File: config.mk
export PLATFORM = sky130hd
export DESIGN_NAME = uart_rx_core
export DESIGN_NICKNAME = d
export VERILOG_FILES = /design/src/rtl/uart_rx_core.sv
export SDC_FILE = /design/constraint.sdc
export NUM_CORES = 1
export LEC_CHECK = 0
export CORE_ASPECT_RATIO = 1.25
export CORE_MARGIN = 2
export CORE_UTILIZATION = 60
export CTS_BUF_LIST = sky130_fd_sc_hd__clkbuf_4
export DETAILED_ROUTE_END_ITERATION = 8
export PLACE_DENSITY = 0.8
export SYNTH_ARGS = -nofsm -noshare
export SYNTH_HDL_FRONTEND = slang
export SYNTH_SLANG_ARGS = --single-unit
File: constraint.sdc
create_clock -name clk -period 3.6 [get_ports clk]
set_clock_uncertainty 0.1 [all_clocks]
set_input_delay 0.72 -clock clk [delete_from_list [all_inputs] [get_ports clk]]
set_output_delay 0.72 -clock clk [all_outputs]
set_load 0.02 [all_outputs]
File: src/rtl/uart_rx_core.sv
`default_nettype none
// ============================================================================
// Module   : uart_rx_core
// Function : 16x-oversampled UART receiver (2-FF rx synchronizer, selectable
//            baud, frame/parity status, 1-cycle done strobe).
// Options  : define UART_RX_PARITY_EN to add one even-parity bit per frame.
// Revision : 1.0 - initial release
// ============================================================================
module uart_rx_core #(
  parameter int DATA_BITS    = 8,
  parameter int STOP_BITS    = 1,
  parameter int SYSTEM_CLK_f = 100000000
) (
  input  logic                 clk,
  input  logic                 rst,
  input  logic [1:0]           B_rate,
  input  logic                 rx,
  output logic [DATA_BITS-1:0] rx_dout,
  output logic                 rx_done_tick,
  output logic                 frame_err,
  output logic                 parity_err,
  output logic                 rx_busy
);

  localparam int c_DIV_4800  = SYSTEM_CLK_f / (4800 * 16);
  localparam int c_DIV_9600  = SYSTEM_CLK_f / (9600 * 16);
  localparam int c_DIV_19200 = SYSTEM_CLK_f / (19200 * 16);
  localparam int c_DIV_38400 = SYSTEM_CLK_f / (38400 * 16);
  localparam int c_DIV_W     = $clog2(c_DIV_4800 + 1);
  localparam int c_N_W       = $clog2(DATA_BITS + 1);

  localparam logic [c_N_W-1:0] c_LAST_DATA = c_N_W'(DATA_BITS - 1);
  localparam logic [c_N_W-1:0] c_LAST_STOP = c_N_W'(STOP_BITS - 1);

  localparam logic [2:0] S_IDLE   = 3'd0;
  localparam logic [2:0] S_START  = 3'd1;
  localparam logic [2:0] S_DATA   = 3'd2;
`ifdef UART_RX_PARITY_EN
  localparam logic [2:0] S_PARITY = 3'd3;
`endif
  localparam logic [2:0] S_STOP   = 3'd4;

  logic                 r_rx_meta;
  logic                 r_rx_sync;
  logic [2:0]           r_state;
  logic [2:0]           w_state_nxt;
  logic [c_DIV_W-1:0]   r_div;
  logic [c_DIV_W-1:0]   w_div_sel;
  logic [c_DIV_W-1:0]   r_tick_cnt;
  logic [3:0]           r_s_cnt;
  logic [c_N_W-1:0]     r_n;
  logic [DATA_BITS-1:0] r_sr;
  logic                 r_ferr_pend;
  logic                 r_wait_high;
  logic                 w_s_tick;
  logic                 w_bit_end;
  logic                 w_start_det;
  logic                 w_frame_done;
`ifdef UART_RX_PARITY_EN
  logic                 r_par_bit;
`endif

  always_ff @(posedge clk or negedge rst) begin
    if (!rst) begin
      r_rx_meta <= 1'b1;
      r_rx_sync <= 1'b1;
    end else begin
      r_rx_meta <= rx;
      r_rx_sync <= r_rx_meta;
    end
  end

  always_comb begin
    w_div_sel = c_DIV_W'(c_DIV_4800);
    case (B_rate)
      2'b01:   w_div_sel = c_DIV_W'(c_DIV_9600);
      2'b10:   w_div_sel = c_DIV_W'(c_DIV_19200);
      2'b11:   w_div_sel = c_DIV_W'(c_DIV_38400);
      default: w_div_sel = c_DIV_W'(c_DIV_4800);
    endcase
  end

  // FSM: state register
  always_ff @(posedge clk or negedge rst) begin
    if (!rst) r_state <= S_IDLE;
    else      r_state <= w_state_nxt;
  end

  // FSM: next-state logic
  always_comb begin
    w_state_nxt = r_state;
    case (r_state)
      S_IDLE:  if (w_start_det) w_state_nxt = S_START;
      S_START: if (w_s_tick && (r_s_cnt == 4'd7))
                 w_state_nxt = r_rx_sync ? S_IDLE : S_DATA;
      S_DATA:  if (w_bit_end && (r_n == c_LAST_DATA))
`ifdef UART_RX_PARITY_EN
                 w_state_nxt = S_PARITY;
      S_PARITY: if (w_bit_end) w_state_nxt = S_STOP;
`else
                 w_state_nxt = S_STOP;
`endif
      S_STOP:  if (w_frame_done) w_state_nxt = S_IDLE;
      default: w_state_nxt = S_IDLE;
    endcase
  end

  // FSM: outputs and decoded events
  always_comb begin
    rx_busy      = (r_state != S_IDLE);
    w_s_tick     = (r_tick_cnt == (r_div - c_DIV_W'(1)));
    w_bit_end    = w_s_tick && (r_s_cnt == 4'd15);
    // After a break the line must go high before a new start is accepted.
    w_start_det  = (r_state == S_IDLE) && !r_rx_sync && !r_wait_high;
    w_frame_done = (r_state == S_STOP) && w_bit_end && (r_n == c_LAST_STOP);
  end

  always_ff @(posedge clk or negedge rst) begin
    if (!rst) begin
      r_div        <= '0;
      r_tick_cnt   <= '0;
      r_s_cnt      <= '0;
      r_n          <= '0;
      r_sr         <= '0;
      r_ferr_pend  <= 1'b0;
      r_wait_high  <= 1'b0;
      rx_dout      <= '0;
      frame_err    <= 1'b0;
      rx_done_tick <= 1'b0;
    end else begin
      rx_done_tick <= w_frame_done;
      r_wait_high  <= !r_rx_sync && (r_wait_high || w_frame_done);

      // Tick counter parks at zero in IDLE so each frame starts phase-aligned.
      if (r_state == S_IDLE) begin
        r_div      <= w_div_sel;
        r_tick_cnt <= '0;
      end else if (w_s_tick) begin
        r_tick_cnt <= '0;
      end else begin
        r_tick_cnt <= r_tick_cnt + c_DIV_W'(1);
      end

      if (w_start_det) begin
        r_s_cnt     <= '0;
        r_ferr_pend <= 1'b0;
      end else if (w_s_tick) begin
        case (r_state)
          S_START: begin
            if (r_s_cnt == 4'd7) begin
              r_s_cnt <= '0;
              r_n     <= '0;
            end else begin
              r_s_cnt <= r_s_cnt + 4'd1;
            end
          end
          S_DATA: begin
            r_s_cnt <= r_s_cnt + 4'd1;
            if (r_s_cnt == 4'd15) begin
              r_sr <= {r_rx_sync, r_sr[DATA_BITS-1:1]};
              r_n  <= (r_n == c_LAST_DATA) ? '0 : r_n + c_N_W'(1);
            end
          end
`ifdef UART_RX_PARITY_EN
          S_PARITY: r_s_cnt <= r_s_cnt + 4'd1;
`endif
          S_STOP: begin
            r_s_cnt <= r_s_cnt + 4'd1;
            if (r_s_cnt == 4'd15) begin
              if (!r_rx_sync) r_ferr_pend <= 1'b1;
              r_n <= r_n + c_N_W'(1);
            end
          end
          default: r_s_cnt <= '0;
        endcase
      end

      if (w_frame_done) begin
        rx_dout   <= r_sr;
        frame_err <= r_ferr_pend || !r_rx_sync;
      end
    end
  end

`ifdef UART_RX_PARITY_EN
  always_ff @(posedge clk or negedge rst) begin
    if (!rst) begin
      r_par_bit  <= 1'b0;
      parity_err <= 1'b0;
    end else begin
      if ((r_state == S_PARITY) && w_bit_end) r_par_bit <= r_rx_sync;
      if (w_frame_done) parity_err <= (^r_sr) != r_par_bit;
    end
  end
`else
  assign parity_err = 1'b0;
`endif

endmodule
`default_nettype wire

==> impl_results.md <==
- Outcome: finished, final reports clean
- Startpoint Class: flip-flop
- YS warnings: 0
- Final Hold Viols: 0
- VDD IR max: 0.000402 V
- Slew headroom: 59.3%
- Final Cell Area: 0.00323 mm2
- Vias per cell: 5.89
- Pleak: 1.39 nW
- Layout Utilization: 67.7%
- CP arrival: 3.33 ns
- Kind of critical path: reg2reg
- Die height: 82.7 um
- # resized after CTS: 0
- Area delta synth->final: 8.64%
- Hpwl dp: 4470 um
- CTS Buffer Depth: 2
- Final period util: 87.4%
- DP Area: 0.00316 mm2
- Post-synth net total: 306
- Post-layout min period: 3.15 ns
- Hold Slack: 0.205 ns
- Fin cells: 365
- Yosys top cell by area: dfrtp_1
- Dpl ws: 0.492 ns
- Critical Path RT: 3.78 ns
- FFs w/ async S/R, synth: 100%
- Post-CTS setup buffer count: 0
- Number of CTS-inserted buffers: 5
- Ports: 17
- R2r startpoint: r_div[0]$_DFFE_PN0N_
- Post-layout nets: 320
- Synth Area per Inst: 10.2 um2
- Power Dens Cells: 421 mW/mm2
- Total die area: 0.00553 mm2
- Root buf cell: clkbuf_4
- Tot Pwr: 1.36 mW
- Clock transition at path regs: 0.16 ns
- DR iter-0 viols: 168
- Final Max Slew Viols: 0
- Post-Syn Instances: 290
- CP Max Fanout: 9
- CTS sink cnt: 52
- Setup WS post-layout: 0.453 ns
- Total vias in the final route: 2151
- Reg2Reg Capture Point: r_sr[7]$_DFFE_PN0P_
- Dominant cells by area after synthesis: dfrtp_1, mux2_2, xnor2_1
- Antenna violations before repair: 0
- DRT Pass-1 Iters: 4
- # hold bufs at CTS: 0
- Clock latency at the later pin of the worst-skew pair: 0.38 ns
- Post-synthesis cell type count: 52
- Core Region: 0.00476 mm2
- Final wirelength: 5800 um
- Sequential fraction of the synthesis area: 43.9%
- Ys flop type: dfrtp_1
- EDFF count, synth: 0
- Avg WL per Cell: 15.9 um
- DRC viols: 0
- Vias in the first global route: 2171
- Crit-path max cell delay: 0.60 ns
- Diodes inserted: 0
- Max Cap Viol: 0
- Placer congestion estimate: 0.894
- Post-placement cell count: 357
- Final setup fails: 0
- Port Buffer Count: 15
- CP endpoint kind: flip-flop
- RSZ-0062 raised after global routing: false
- # rows: 28
- Layout cells sized above 1: 14.8%
- Remaining Overflow, GRT: 0
- Syn Std Cell Area: 0.00297 mm2
- Reg2reg setup slack: 0.45 ns
- Die Wd: 66.9 um
- Ordered list of cells on the worst path: inv_1 -> ha_1 -> nor3b_4 -> and4b_1 -> a31oi_1 -> a211o_1 -> nor4_4 -> mux2_2
- Initial core utilization: 62.3%
- CP Buf/Inv Count: 1
- Depth of the worst register-to-register path: 8
- FMAX: 318 MHz
- CP max stage cell: nor4_4
- ANT nets after route: 0
- H-tree lvl count: 2
- Largest delay contributor family on the critical path: simple AND/OR/NAND/NOR gates
- Worst hold path class: in2async
- Gr usage total: 23.6%
- Area share of the largest cell type after synthesis: 42.1%
- Largest net degree at the start of global routing: 28
- First-pass GRT wire length: 9980 um
- Post-synthesis register bit count: 52
- TNS Setup: 0 ns
- Worst-Margin Slew: 0.605 ns
- CTS tree: done
[state kept, by name (all words and copies together) (netlist names), 3 cells and up]
name	cells
r_div	8
r_s_cnt	4
r_n	4
rx_dout	8
r_tick_cnt	11
r_sr	8
r_state	3
[cell usage after synthesis (5+ instances only)]
| cell type | number |
|---|---|
| a21oi_1 | 7 |
| nor2_1 | 23 |
| o21ai_0 | 10 |
| xnor2_1 | 16 |
| nand3_1 | 13 |
| nand3b_1 | 5 |
| inv_1 | 11 |
| xor2_1 | 11 |
| nor3_1 | 7 |
| clkbuf_1 | 8 |
| o31ai_1 | 5 |
| nand2_1 | 31 |
| dfrtp_1 | 50 |
| mux2_2 | 18 |
| ha_1 | 11 |
[cells by family after synthesis]
group | count (synthesis) | share of synthesized area, %
xor+xnor | 27 | 7.96
compound gates | 44 | 11.2
flops | 52 | 43.9
buf+inv | 24 | 3.50
simple gates | 109 | 20.5
fa+ha+maj | 11 | 4.64
mux | 22 | 8.18
other cells | 1 | 0.126
[placed cells by master, fill, tap and decap left out, types with 3 or more instances in the layout]
cell type / synthesis / final
a21o_1: 3 / 3
a21oi_1: 7 / 7
a31oi_1: 3 / 3
and3_1: 4 / 4
buf_4: 1 / 4
clkbuf_4: 0 / 5
clkdlybuf4s50_1: 0 / 14
dfrtp_1: 50 / 50
ha_1: 11 / 11
inv_1: 11 / 11
mux2_2: 18 / 18
mux2i_1: 4 / 4
nand2_1: 31 / 31
nand2b_1: 3 / 3
nand3_1: 13 / 13
nand3b_1: 5 / 5
nor2_1: 23 / 23
nor2b_1: 4 / 4
nor3_1: 7 / 7
nor4_1: 3 / 3
nor4_4: 3 / 3
o211ai_1: 3 / 3
o21ai_0: 10 / 10
o31ai_1: 5 / 5
xnor2_1: 16 / 16
xor2_1: 11 / 11
[cell type report]
cell class	count	area, um2
Sequential cell	52	1300
Clock buffer	5	37.5
Fill cell	366	1540
Timing Repair Buffer	19	175
Multi-Input combinational cell	214	1560
Inverter	12	45.0
Clock inverter	3	27.5
Tap cell	60	75.1
[per-layer routing]
metal  vias to the layer above  wire (um)  GRT usage, %
li1                       1039          -             -
met1                      1049       2440          28.3
met2                        45       3040          41.8
met3                        18        149          3.93
met4                         0        170          9.80
met5                         -          0             0
[report_power, final]
part | switching (mW) | internal, mW | total [mW]
combinational | 0.190 | 0.149 | 0.339
clock | 0.199 | 0.0824 | 0.281
sequential | 0.0953 | 0.641 | 0.736
[worst max-delay path by stage]
| stage | depth (start not counted) | end | from |
|---|---|---|---|
| 5_1_grt | 8 | r_sr[7]$_DFFE_PN0P_ | r_div[0]$_DFFE_PN0N_ |
| 2_1_floorplan | 8 | r_sr[0]$_DFFE_PN0P_ | r_div[0]$_DFFE_PN0N_ |
| 3_5_place_dp | 8 | r_sr[7]$_DFFE_PN0P_ | r_div[0]$_DFFE_PN0N_ |
| 4_1_cts | 8 | r_sr[7]$_DFFE_PN0P_ | r_div[0]$_DFFE_PN0N_ |
| 3_3_place_gp | 8 | r_sr[4]$_DFFE_PN0P_ | r_div[0]$_DFFE_PN0N_ |
| 6_report | 8 | r_sr[7]$_DFFE_PN0P_ | r_div[0]$_DFFE_PN0N_ |
No activity file was read; power rests on OpenSTA's default activity.
